[src/rtl/priority_encoder_iter.sv]
// priority_encoder_iter: sequential priority encoder.
// Accepts an N-bit request vector over a valid/ready handshake. It then emits
// the index of every set bit, highest priority first, one index per output
// handshake.
//   clk, rst          rising-edge clock, synchronous active-high reset
//   in_valid/in_ready input handshake; in_vec is the N-bit request vector
//   out_valid/out_ready output handshake; out_idx is the current index,
//                     out_last marks the final set bit of the vector
//   zero_pulse        one-cycle pulse after an all-zero vector is accepted
//   busy              a vector is being iterated
// Optional: define PRIORITY_ENCODER_ITER_PRELOAD_EN to let a new vector load
// on the same edge as the last-beat handshake (no bubble between vectors).
module priority_encoder_iter #(
  parameter int N        = 8,
  parameter int HI_FIRST = 1
) (
  input  logic                 clk,
  input  logic                 rst,
  input  logic                 in_valid,
  output logic                 in_ready,
  input  logic [N-1:0]         in_vec,
  output logic                 out_valid,
  input  logic                 out_ready,
  output logic [$clog2(N)-1:0] out_idx,
  output logic                 out_last,
  output logic                 zero_pulse,
  output logic                 busy
);

  localparam int W = $clog2(N);

  typedef enum logic {IDLE, SCAN} state_t;

  state_t         state, state_nx;
  logic [N-1:0]   pending, pending_nx;
  logic           zero_q, zero_nx;
  logic [W-1:0]   idx;
  logic           single;
  logic           scan;

  assign scan = (state == SCAN);

  // The last match in loop order wins. Ascending order therefore selects the
  // highest set bit, and descending order selects the lowest set bit.
  always_comb begin
    idx = '0;
    if (HI_FIRST != 0) begin
      for (int unsigned i = 0; i < N; i++)
        if (pending[i]) idx = W'(i);
    end else begin
      for (int unsigned i = N; i > 0; i--)
        if (pending[i-1]) idx = W'(i - 1);
    end
  end

  // Exactly one bit is set. SCAN always holds a nonzero pending vector.
  assign single = ((pending & (pending - N'(1))) == '0) && (pending != '0);

  assign out_valid  = scan;
  assign busy       = scan;
  assign out_idx    = scan ? idx : '0;
  assign out_last   = scan && single;
  assign zero_pulse = zero_q;

`ifdef PRIORITY_ENCODER_ITER_PRELOAD_EN
  assign in_ready = !rst && (!scan || (single && out_ready));
`else
  assign in_ready = !rst && !scan;
`endif

  always_comb begin
    state_nx   = state;
    pending_nx = pending;
    zero_nx    = 1'b0;
    if (!scan) begin
      if (in_valid && in_ready) begin
        if (in_vec != '0) begin
          pending_nx = in_vec;
          state_nx   = SCAN;
        end else begin
          zero_nx = 1'b1;
        end
      end
    end else if (out_ready) begin
      pending_nx = pending & ~(N'(1) << idx);
      if (single) state_nx = IDLE;
`ifdef PRIORITY_ENCODER_ITER_PRELOAD_EN
      // in_ready in SCAN implies this is the last-beat handshake.
      if (in_valid && in_ready) begin
        if (in_vec != '0) begin
          pending_nx = in_vec;
          state_nx   = SCAN;
        end else begin
          zero_nx = 1'b1;
        end
      end
`endif
    end
  end

  always_ff @(posedge clk) begin
    if (rst) begin
      state   <= IDLE;
      pending <= '0;
      zero_q  <= 1'b0;
    end else begin
      state   <= state_nx;
      pending <= pending_nx;
      zero_q  <= zero_nx;
    end
  end

endmodule

[config.mk]
export PLATFORM = sky130hd
export DESIGN_NAME = priority_encoder_iter
export DESIGN_NICKNAME = d
export VERILOG_FILES = /design/src/rtl/priority_encoder_iter.sv
export SDC_FILE = /design/constraint.sdc
export NUM_CORES = 1
export LEC_CHECK = 0
export CAP_MARGIN = 0
export CORE_MARGIN = 8
export CORE_UTILIZATION = 40
export DETAILED_ROUTE_END_ITERATION = 8
export PLACE_DENSITY_LB_ADDON = 0.2
export SYNTH_ARGS = -nofsm -noshare
export SYNTH_HDL_FRONTEND = slang
export SYNTH_SLANG_ARGS = --single-unit
[constraint.sdc]
create_clock -name clk -period 3.8 [get_ports clk]
set_input_delay 0.95 -clock clk [delete_from_list [all_inputs] [get_ports clk]]
set_output_delay 0.95 -clock clk [all_outputs]
set_load 0.05 [all_outputs]
==> Word-level counts from Yosys, hierarchy flattened <==
Index checks and enable logic that the tools add are counted.
{ "word_totals": {"wordCells": 41, "ramBits": 0, "rom_bits": 0, "latch_bits": 0, "regBits": 10, "output_inout_bits": 8, "n_memories": 0, "inputBits": 12} }
{ "classes": {"n_div": 0, "shift": 1, "n_lt_le_gt_ge": 0, "eq_ne": 1, "n_mux": 18, "addsub": 1, "n_bitwise": 4, "n_reduce_logical": 13, "multipliers": 0} }
{ "ops": {"columns": ["op", "count"], "rows": [
  ["8-bit 2-to-1 mux", 4],
  ["3-bit 2-to-1 mux", 6],
  ["8-bit AND", 2],
  ["8-bit nonzero test", 2],
  ["8-bit zero test", 1],
  ["8-bit inverter", 1],
  ["1-bit by 3-bit << shifter with 8-bit output, first input constant", 1],
  ["8-bit by 1-bit subtractor with 8-bit output, second input constant", 1],
  ["1-bit 2-to-1 mux", 7],
  ["1-bit logical AND", 4],
  ["2-bit nonzero test", 2],
  ["3-bit AND reduction", 1],
  ["3-bit OR reduction", 1],
  ["1-bit zero test", 2],
  ["2-bit 2-to-1 mux", 1],
  ["2-bit inequality test, second input constant", 1],
  ["1-bit inverter", 1]
]} }

==> Depth between registers and ports, before layout <==
Gate-level depths: netlist (run 1).
{ "logic_depth": {"depth_word": 12, "mapped_depth": 6, "ltp_nobuf": 5} }

==> Worst setup path after synthesis (run 1) <==
No wires, ideal clock.
{ "synth_path": {"kind": "input-to-output", "startpoint": "input rst", "endpoint": "output in_ready", "required_time_ps": 2850, "cell_stages": 2, "setup_slack_ps": 1134, "arrival_ps": 1716, "path_buffers": 1, "path_cell_list": "buf_6 > nor2_1"} }
{ "synth_via": {"elab_chain_cells": 2} }
{ "synth_lines": {"columns": ["item", "line_no", "rtl"], "rows": [
  ["start, declared", "18", "input logic rst,"],
  ["1-bit zero test", "68", "assign in_ready = !rst && !scan;"],
  ["1-bit logical AND", "68", null],
  ["end, declared", "20", "output logic in_ready,"]
]} }
Every way passes these cells.

==> Final worst setup path (run 1) <==
{ "layout_path": {"startpoint": "register pending[5]", "endpoint": "output out_last"} }
{ "layout_via": {"elab_chain_cells": 5, "word_cells_on_any_way": 6, "cone_classes": "1 x add/sub; 1 x bitwise; 4 x reduce/logical"} }
{ "layout_lines": {"columns": ["item", "line_no", "rtl"], "rows": [
  ["start, declared", "35", "logic [N-1:0] pending, pending_nx;"],
  ["start signal, assigned", "108", "pending <= pending_nx;"],
  ["8-bit by 1-bit subtractor with 8-bit output", "57", "assign single = ((pending & (pending - N'(1))) == '0) && (pending != '0);"],
  ["8-bit AND", "57", null],
  ["8-bit zero test", "57", null],
  ["1-bit logical AND *", "57", null],
  ["1-bit logical AND *", "62", "assign out_last = scan && single;"],
  ["end, declared", "25", "output logic out_last,"]
]} }
Mark *: on every way between the ends. The rest lies on a longest branch, timed or not.

==> results of run 1 <==
==> cells by family after synthesis <==
group / after synthesis
buffers and inverters: 10
DFF: 10
xor gates and xnor gates: 2
AOI/OAI and AO/OA: 24
and+or+nand+nor: 34
==> metrics by stage <==
stage               setup slack (ns)  std cells  area (um^2)  total power, mW
global route                   0.326        115          855            0.357
CTS                            0.496        115          855            0.341
detailed placement             0.796        111          818            0.241
global placement               0.858        111          818            0.240
floorplan                       1.13         80          648            0.209
finish                         0.503        115          855            0.338
==> synthesized netlist by cell type (3+ instances only) <==
master / instances
nand2_1: 10
nand3_1: 3
dfxtp_1: 10
inv_1: 5
nor2_1: 9
a21oi_1: 3
==> cells in the final DEF (no fill, tap or decap), types with 2 or more instances in the layout <==
cell | synthesis | final
nor2_1 | 9 | 9
a21oi_1 | 3 | 3
and3_1 | 2 | 2
clkdlybuf4s50_1 | 0 | 18
inv_1 | 5 | 5
nor4_1 | 2 | 2
a22o_1 | 2 | 2
o31ai_1 | 2 | 2
dfxtp_1 | 10 | 10
a22oi_1 | 2 | 2
clkbuf_4 | 0 | 3
o21ai_1 | 2 | 2
nand3_1 | 3 | 3
nand2_1 | 10 | 10
a21oi_2 | 2 | 2
==> worst min path at each step <==
stage               slack, ns         end
floorplan                0.46  pending[0]
global placement         0.49  pending[0]
detailed placement       0.51  pending[0]
CTS                      0.52  pending[0]
global route             0.57  pending[0]
finish                   0.52  pending[0]
==> power by group <==
group | total, mW | switching (mW) | internal, mW | leakage [nW]
Combinational | 0.109 | 0.0619 | 0.0474 | 0.240
Sequential | 0.130 | 0.0163 | 0.113 | 0.0822
Clock | 0.0988 | 0.0406 | 0.0582 | 0.0210
Total | 0.338 | 0.119 | 0.219 | 0.343
==> sequential cells by signal, indices dropped and copies added, names as in the netlist <==
register / flops
zero_pulse: 1
pending: 8
busy: 1
==> area by class of cell <==
cell class | count | share of cell area [%]
Multi-Input combinational cell | 60 | 45.4
Sequential cell | 10 | 23.4
Timing Repair Buffer | 19 | 22.0
Clock buffer | 4 | 4.25
Inverter | 6 | 2.64
Tap cell | 16 | 2.34
==> worst min-delay path, cell delays in order (launching register included) <==
cell and delay, ns:
dfxtp_1 0.35, inv_1 0.07, o21ai_1 0.07
==> per-layer routing <==
layer	routed length (um)	share of wire (%)	track usage, %
met5	0	0	0
met4	11	0.66	3.09
met3	92	5.5	4.27
met2	810	48	17.7
met1	758	45	12.4
==> flow_summary.ini, run 1 <==
[clock_tree]
cts_tree = done
cts_buffers = 3
max-clock-path-buffers = 2
clockRootBuffer = clkbuf_4
h-tree-depth = 1
cts.repair.resized = 0
cts_hold_buf = 0
clk_pin_slew_ns = 0.07
worstSkewPairLatency_ns = 0.27
clock-sinks = 10
cts_setup_buffers = 0

[critical_path]
path_cells = nor4_1 > o21ai_0 > a21o_1 > nand2_1 > and3_1 > clkdlybuf4s50_1
cp-startpoint = pending[5]
reg2regPathDepth = 4
r2r-end = busy
cp_top_family = buffers and inverters
critPathKind = flop to output pin
path_buf_inv = 1
rr_startpoint = busy
cp.arrival_ns = 2.35
crit_path_end_kind = output pin
worstPathMaxFanout = 10
cp-endpoint = out_last
cp-start-kind = flop
rrSetupSlack_ns = 2.11
cp.required_ns = 2.85
max_stage_delay_ns = 0.80
path_depth = 6
cp_slowest_cell = clkdlybuf4s50_1

[cells_and_area]
nFillCells = 144
final_core_util_pct = 56.7
nNetsFinal = 112
syn_to_final_growth_pct = 31.9
register_area_um2 = 200
multi_input_area_um2 = 388
num_antenna_cells = 0
drive_gt1_share_pct = 13.1

[logic_synthesis]
synth_top_family_by_area = compound AO/OA/AOI/OAI gates
syn_area_per_cell_um2 = 8.10
synth_mux_area_share_pct = 0
netlist.top_cell.by_area = dfxtp_1
synth_simple_gate_area_share_pct = 27.8
ys_seq_area_share_pct = 30.9
syn-cell-area_um2 = 648
synthesis.nets = 92
synth_compound_area_share_pct = 29.3
async_reset_ff_share_pct = 0
synth_top_area_share_pct = 30.9
synth_area_leaders = dfxtp_1, nand2_1, nor2_1, buf_6, inv_1
synth_edf_count = 0
synth-main-ff-cell = dfxtp_1
yosysWarnings = 0
yosys.area_share.xor_xnor_pct = 2.70
syn_inst = 80
ys_types = 37
synth_seq_cells = 10
synthAdderAreaFrac_pct = 0

[power_and_ir_drop]
power_density_mw_per_mm2 = 395
ir_drop_mv = 0.196
p_leak_nw = 0.343

[die]
core-area_mm2 = 0.00151
fp.dieW_um = 56.3
die-area_mm2 = 0.00316
row_count = 14
io_pins = 20
initial_core_util_pct = 43.0
die_h_um = 56.3

[place]
gp_congestion = 0.788
dp_hpwl_um = 1340
io_buffers = 19

[detailed_routing]
drt_iter0_drc = 16
num_vias = 668
totalWireLength_um = 1670
drc = 0
dr.pass1.iters = 4
via_per_inst = 5.81
postRouteAntennaNets = 0
avgRoutedWirePerCell_um = 14.5

[hold_path]
hold_depth = 2
hp-class = flop to flop
min_from = pending[0]

[run]
maxCapViolations = 0

[timing]
finalSetupViolations = 0
min_period_ns = 3.30
finalCritPeriodShare_pct = 86.8
worstMarginPinSlew_ns = 0.503
rsz0062_at_grt = false
hold-worst-slack_ns = 0.525
slew-limit-headroom_pct = 66.3
worst_clock_skew_ns = 0.00138
maxSlewViolCount = 0
setup_tns_ns = 0
fmax_mhz = 303
hold_viol = 0

[status]
status = complete, no violations

[global_routing]
grt_pass1_vias = 640
grt_start_max_net_pins = 14
antenna_found_initial = 0
grt_first_pass_wirelength_um = 2860
gr-usage-all-layers_pct = 10.8
grt_overflow = 0
(Power assumes the default switching activity.)
==> run 2, diff against run 1 <==
Settings changed: PLACE_DENSITY from default to 0.7, PLACE_DENSITY_LB_ADDON 0.2 to default.
==> flow_summary.ini, run 2 (synthesis gave the netlist of run 1 again) <==
[power_and_ir_drop]
ir_drop_mv = 0.182
finalPower_mw = 0.342
p_leak_nw = 0.343
power_density_mw_per_mm2 = 400

[critical_path]
cp-startpoint = pending[5]
cp.arrival_ns = 2.35
rrSetupSlack_ns = 2.05
cp_slowest_cell = clkdlybuf4s50_1
r2r-end = busy
worstPathMaxFanout = 10
crit_path_end_kind = output pin
cp-endpoint = out_last
cp-start-kind = flop
rr_startpoint = busy
path_cells = nor4_1 > o21ai_0 > a21o_1 > nand2_1 > and3_1 > clkdlybuf4s50_1
cp.required_ns = 2.85
critPathKind = flop to output pin
reg2regPathDepth = 4
max_stage_delay_ns = 0.80

[run]
maxCapViolations = 0

[place]
dp_cells = 111
io_buffers = 19
gp_congestion = 0.826
dp_hpwl_um = 1380
dp_slack_ns = 0.803

[detailed_routing]
totalWireLength_um = 1720
via_per_inst = 5.66
drt_iter0_drc = 22
avgRoutedWirePerCell_um = 15.0
dr.pass1.iters = 4
postRouteAntennaNets = 0
drc = 0
num_vias = 651

[die]
die-area_mm2 = 0.00316
core-area_mm2 = 0.00151
initial_core_util_pct = 43.0
fp.dieW_um = 56.3
die_h_um = 56.3
io_pins = 20
row_count = 14

[global_routing]
grt_overflow = 0
grt_start_max_net_pins = 14
antenna_found_initial = 0
grt_first_pass_wirelength_um = 2990
grt_pass1_vias = 653
gr-usage-all-layers_pct = 11.5

[timing]
finalSetupViolations = 0
setup_tns_ns = 0
worstMarginPinSlew_ns = 0.510
finalCritPeriodShare_pct = 87.0
maxSlewViolCount = 0
slew-limit-headroom_pct = 65.9
rsz0062_at_grt = false
worst_clock_skew_ns = 0.000592
hold_viol = 0
finalWorstSetupSlack_ns = 0.495
fmax_mhz = 303
min_period_ns = 3.30

[cells_and_area]
nFillCells = 148
final_common_cell = clkdlybuf4s50_1
drive_gt1_share_pct = 13.1
largest_reg_flops = 8
syn_to_final_growth_pct = 31.9
most-common-layout-cells = clkdlybuf4s50_1, nand2_1, dfxtp_1, nor2_1, inv_1
regMostFlops = pending
num_antenna_cells = 0
nNetsFinal = 112
fin_cells = 115
final_core_util_pct = 56.7

[clock_tree]
max-clock-path-buffers = 2
clock-sinks = 10
worstSkewPairLatency_ns = 0.27
h-tree-depth = 1
cts_buffers = 3
cts_tree = done
cts_setup_buffers = 0
clk_pin_slew_ns = 0.08
clockRootBuffer = clkbuf_4
cts_hold_buf = 0
cts.repair.resized = 0

[status]
status = complete, no violations

[hold_path]
min_from = pending[0]
hp-class = flop to flop
## run 2: cell counts in the layout (fill, tap and decap cells not counted)
Identical to the previous run, type by type.
## run 2: power by group
group	total [mW]	switching [mW]	internal (mW)
clock	0.102	0.0439	0.0583
sequential	0.129	0.0155	0.113
combinational	0.111	0.0632	0.0474
## run 2: critical path, delay by kind of cell, from the launching register on
family / cells / cell delay [ns]
buf+inv: 1 / 0.80
flops: 1 / 0.39
compound gates: 2 / 0.30
simple gates: 3 / 0.59
## run 2: per-layer routing
layer,vias to the layer above,global-route usage [%],part of all wire (%)
met4,0,5.15,1.3
li1,327,-,-
met1,305,13.6,46
met2,15,18.5,49
met3,4,3.37,3.8
met5,-,0,0
## run 2: worst min-delay path by stage
stage / end / slack, ns / cells past startpoint
after floorplan: pending[0] / 0.46 / 2
after CTS: pending[0] / 0.50 / 2
after global routing: pending[0] / 0.52 / 2
final: pending[0] / 0.50 / 2
after global placement: pending[0] / 0.49 / 2
after detailed placement: pending[0] / 0.48 / 2
## run 2: cell type report
cell class	count	area [um^2]	area share (%)
sequential	10	200	23.4
timing repair buffer	19	188	22.0
clock buffer	4	36.3	4.25
tap	16	20.0	2.34
multi-input combinational	60	388	45.4
inverter	6	22.5	2.64
## run 2: stage by stage
| stage | hold slack [ns] | cell area, um^2 |
|---|---|---|
| after global routing | 0.521 | 855 |
| final | 0.497 | 855 |
| after CTS | 0.497 | 855 |
| after detailed placement | 0.482 | 818 |
| after global placement | 0.489 | 818 |
| after floorplan | 0.458 | 648 |
==> run 3, diff against run 2 <==
Settings changed: DONT_BUFFER_PORTS from default to 1, MAX_ROUTING_LAYER from default to met4, PLACE_DENSITY 0.7 to default.
==> flow_summary.ini, run 3 (synthesis gave the netlist of run 1 again) <==
[detailed_routing]
drt_iter0_drc = 33
drc = 0
via_per_inst = 6.11
postRouteAntennaNets = 0
dr.pass1.iters = 4
avgRoutedWirePerCell_um = 16.8
num_vias = 587
totalWireLength_um = 1620

[clock_tree]
cts_setup_buffers = 0
worstSkewPairLatency_ns = 0.27
cts_hold_buf = 0
clk_pin_slew_ns = 0.05
clockRootBuffer = clkbuf_4
cts.repair.resized = 0
cts_buffers = 3
cts_tree = done
clock-sinks = 10
h-tree-depth = 1
max-clock-path-buffers = 2

[cells_and_area]
syn_to_final_growth_pct = 1.93
multi_input_area_um2 = 388
largest_reg_flops = 8
register_area_um2 = 200
nNetsFinal = 94
most-common-layout-cells = nand2_1, dfxtp_1, nor2_1, inv_1
drive_gt1_share_pct = 15.0
num_antenna_cells = 0
nFillCells = 154
regMostFlops = pending

[timing]
worstMarginPinSlew_ns = 0.937
finalCritPeriodShare_pct = 74.0
min_period_ns = 2.81
fmax_mhz = 355
maxSlewViolCount = 0
finalWorstSetupSlack_ns = 0.986
slew-limit-headroom_pct = 37.3
hold_viol = 0
finalSetupViolations = 0
rsz0062_at_grt = false
worst_clock_skew_ns = 0.00840
setup_tns_ns = 0

[power_and_ir_drop]
swShare_pct = 37.3
p_switching_mw = 0.107
comb_power_share_pct = 30.2
pwr-share-clk_pct = 24.7
p_leak_nw = 0.269
power_density_mw_per_mm2 = 433
cell_internal_pwr_mw = 0.179
ir_drop_mv = 0.258
power.share.sequential_pct = 45.2

[die]
die_h_um = 56.3
die-area_mm2 = 0.00316
core-area_mm2 = 0.00151
row_count = 14
fp.dieW_um = 56.3
io_pins = 20
initial_core_util_pct = 43.0

[critical_path]
worstPathMaxFanout = 10
critPathKind = flop to output pin
cp.required_ns = 2.85
crit_path_end_kind = output pin
cp-start-kind = flop
reg2regPathDepth = 4
cp.arrival_ns = 1.86

[place]
io_buffers = 0
dp_hpwl_um = 1310
dp_slack_ns = 1.23
gp_congestion = 0.822

[run]
maxCapViolations = 0

[global_routing]
grt_first_pass_wirelength_um = 2620
antenna_found_initial = 0
grt_overflow = 0
grt_pass1_vias = 543
grt_start_max_net_pins = 11
gr-usage-all-layers_pct = 10.4

[hold_path]
hold_depth = 2
hp-class = flop to flop

[status]
status = complete, no violations
-- run 3: cell count changes in the layout (fill, tap and decap cells not counted), sizes merged --
cell	before	now
clkbuf	4	3
clkdlybuf4s50	18	0
-- run 3: final cells by class --
type	instances	area share, %
Multi-Input combinational cell	60	58.7
Sequential cell	10	30.3
Clock buffer	3	3.41
Inverter	6	3.41
Tap cell	16	3.03
Timing Repair Buffer	1	1.14
-- run 3: routing by layer --
metal / vias to the layer above / wire length (um) / track usage [%]
met1: 271 / 704 / 12.4
li1: 292 / - / -
met4: 0 / 0 / 3.09
met3: 0 / 122 / 4.49
met5: - / 0 / -
met2: 24 / 789 / 15.4
-- run 3: path summary, 6_finish.rpt --
kind / startpoint / to / slack (ns)
setup / recovery: pending[5] / out_last / 0.99
hold / removal: pending[0] / pending[0] / 0.50
setup reg to reg: busy / pending[2] / 1.94
hold reg to reg: pending[0] / pending[0] / 0.50
-- run 3: through the flow --
stage / instances / power, mW / cell area, um^2 / hold slack [ns] / util [%]
6_report: 96 / 0.286 / 661 / 0.503 / 43.9
3_3_place_gp: 93 / 0.216 / 638 / 0.485 / 42.4
4_1_cts: 96 / 0.289 / 661 / 0.500 / 43.9
2_1_floorplan: 80 / 0.209 / 648 / 0.458 / -
3_5_place_dp: 93 / 0.217 / 638 / 0.490 / 42.4
5_1_grt: 96 / 0.305 / 661 / 0.534 / 43.9
-- run 3: power by group through the flow --
stage                     sequential, mW  clock (mW)  combinational, mW
after CTS                          0.128      0.0744             0.0866
after global placement             0.131           0             0.0853
after detailed placement           0.130           0             0.0864
after floorplan                    0.128           0             0.0812
after global routing               0.130      0.0798             0.0949
final                              0.129      0.0705             0.0862
-- run 3: critical path, cell delays in order, from the launching register on --
cell and delay [ns]:
dfxtp_1 0.39, nor4_1 0.36, o21ai_0 0.13, a21o_1 0.16, nand2_1 0.07, and3_1 0.48
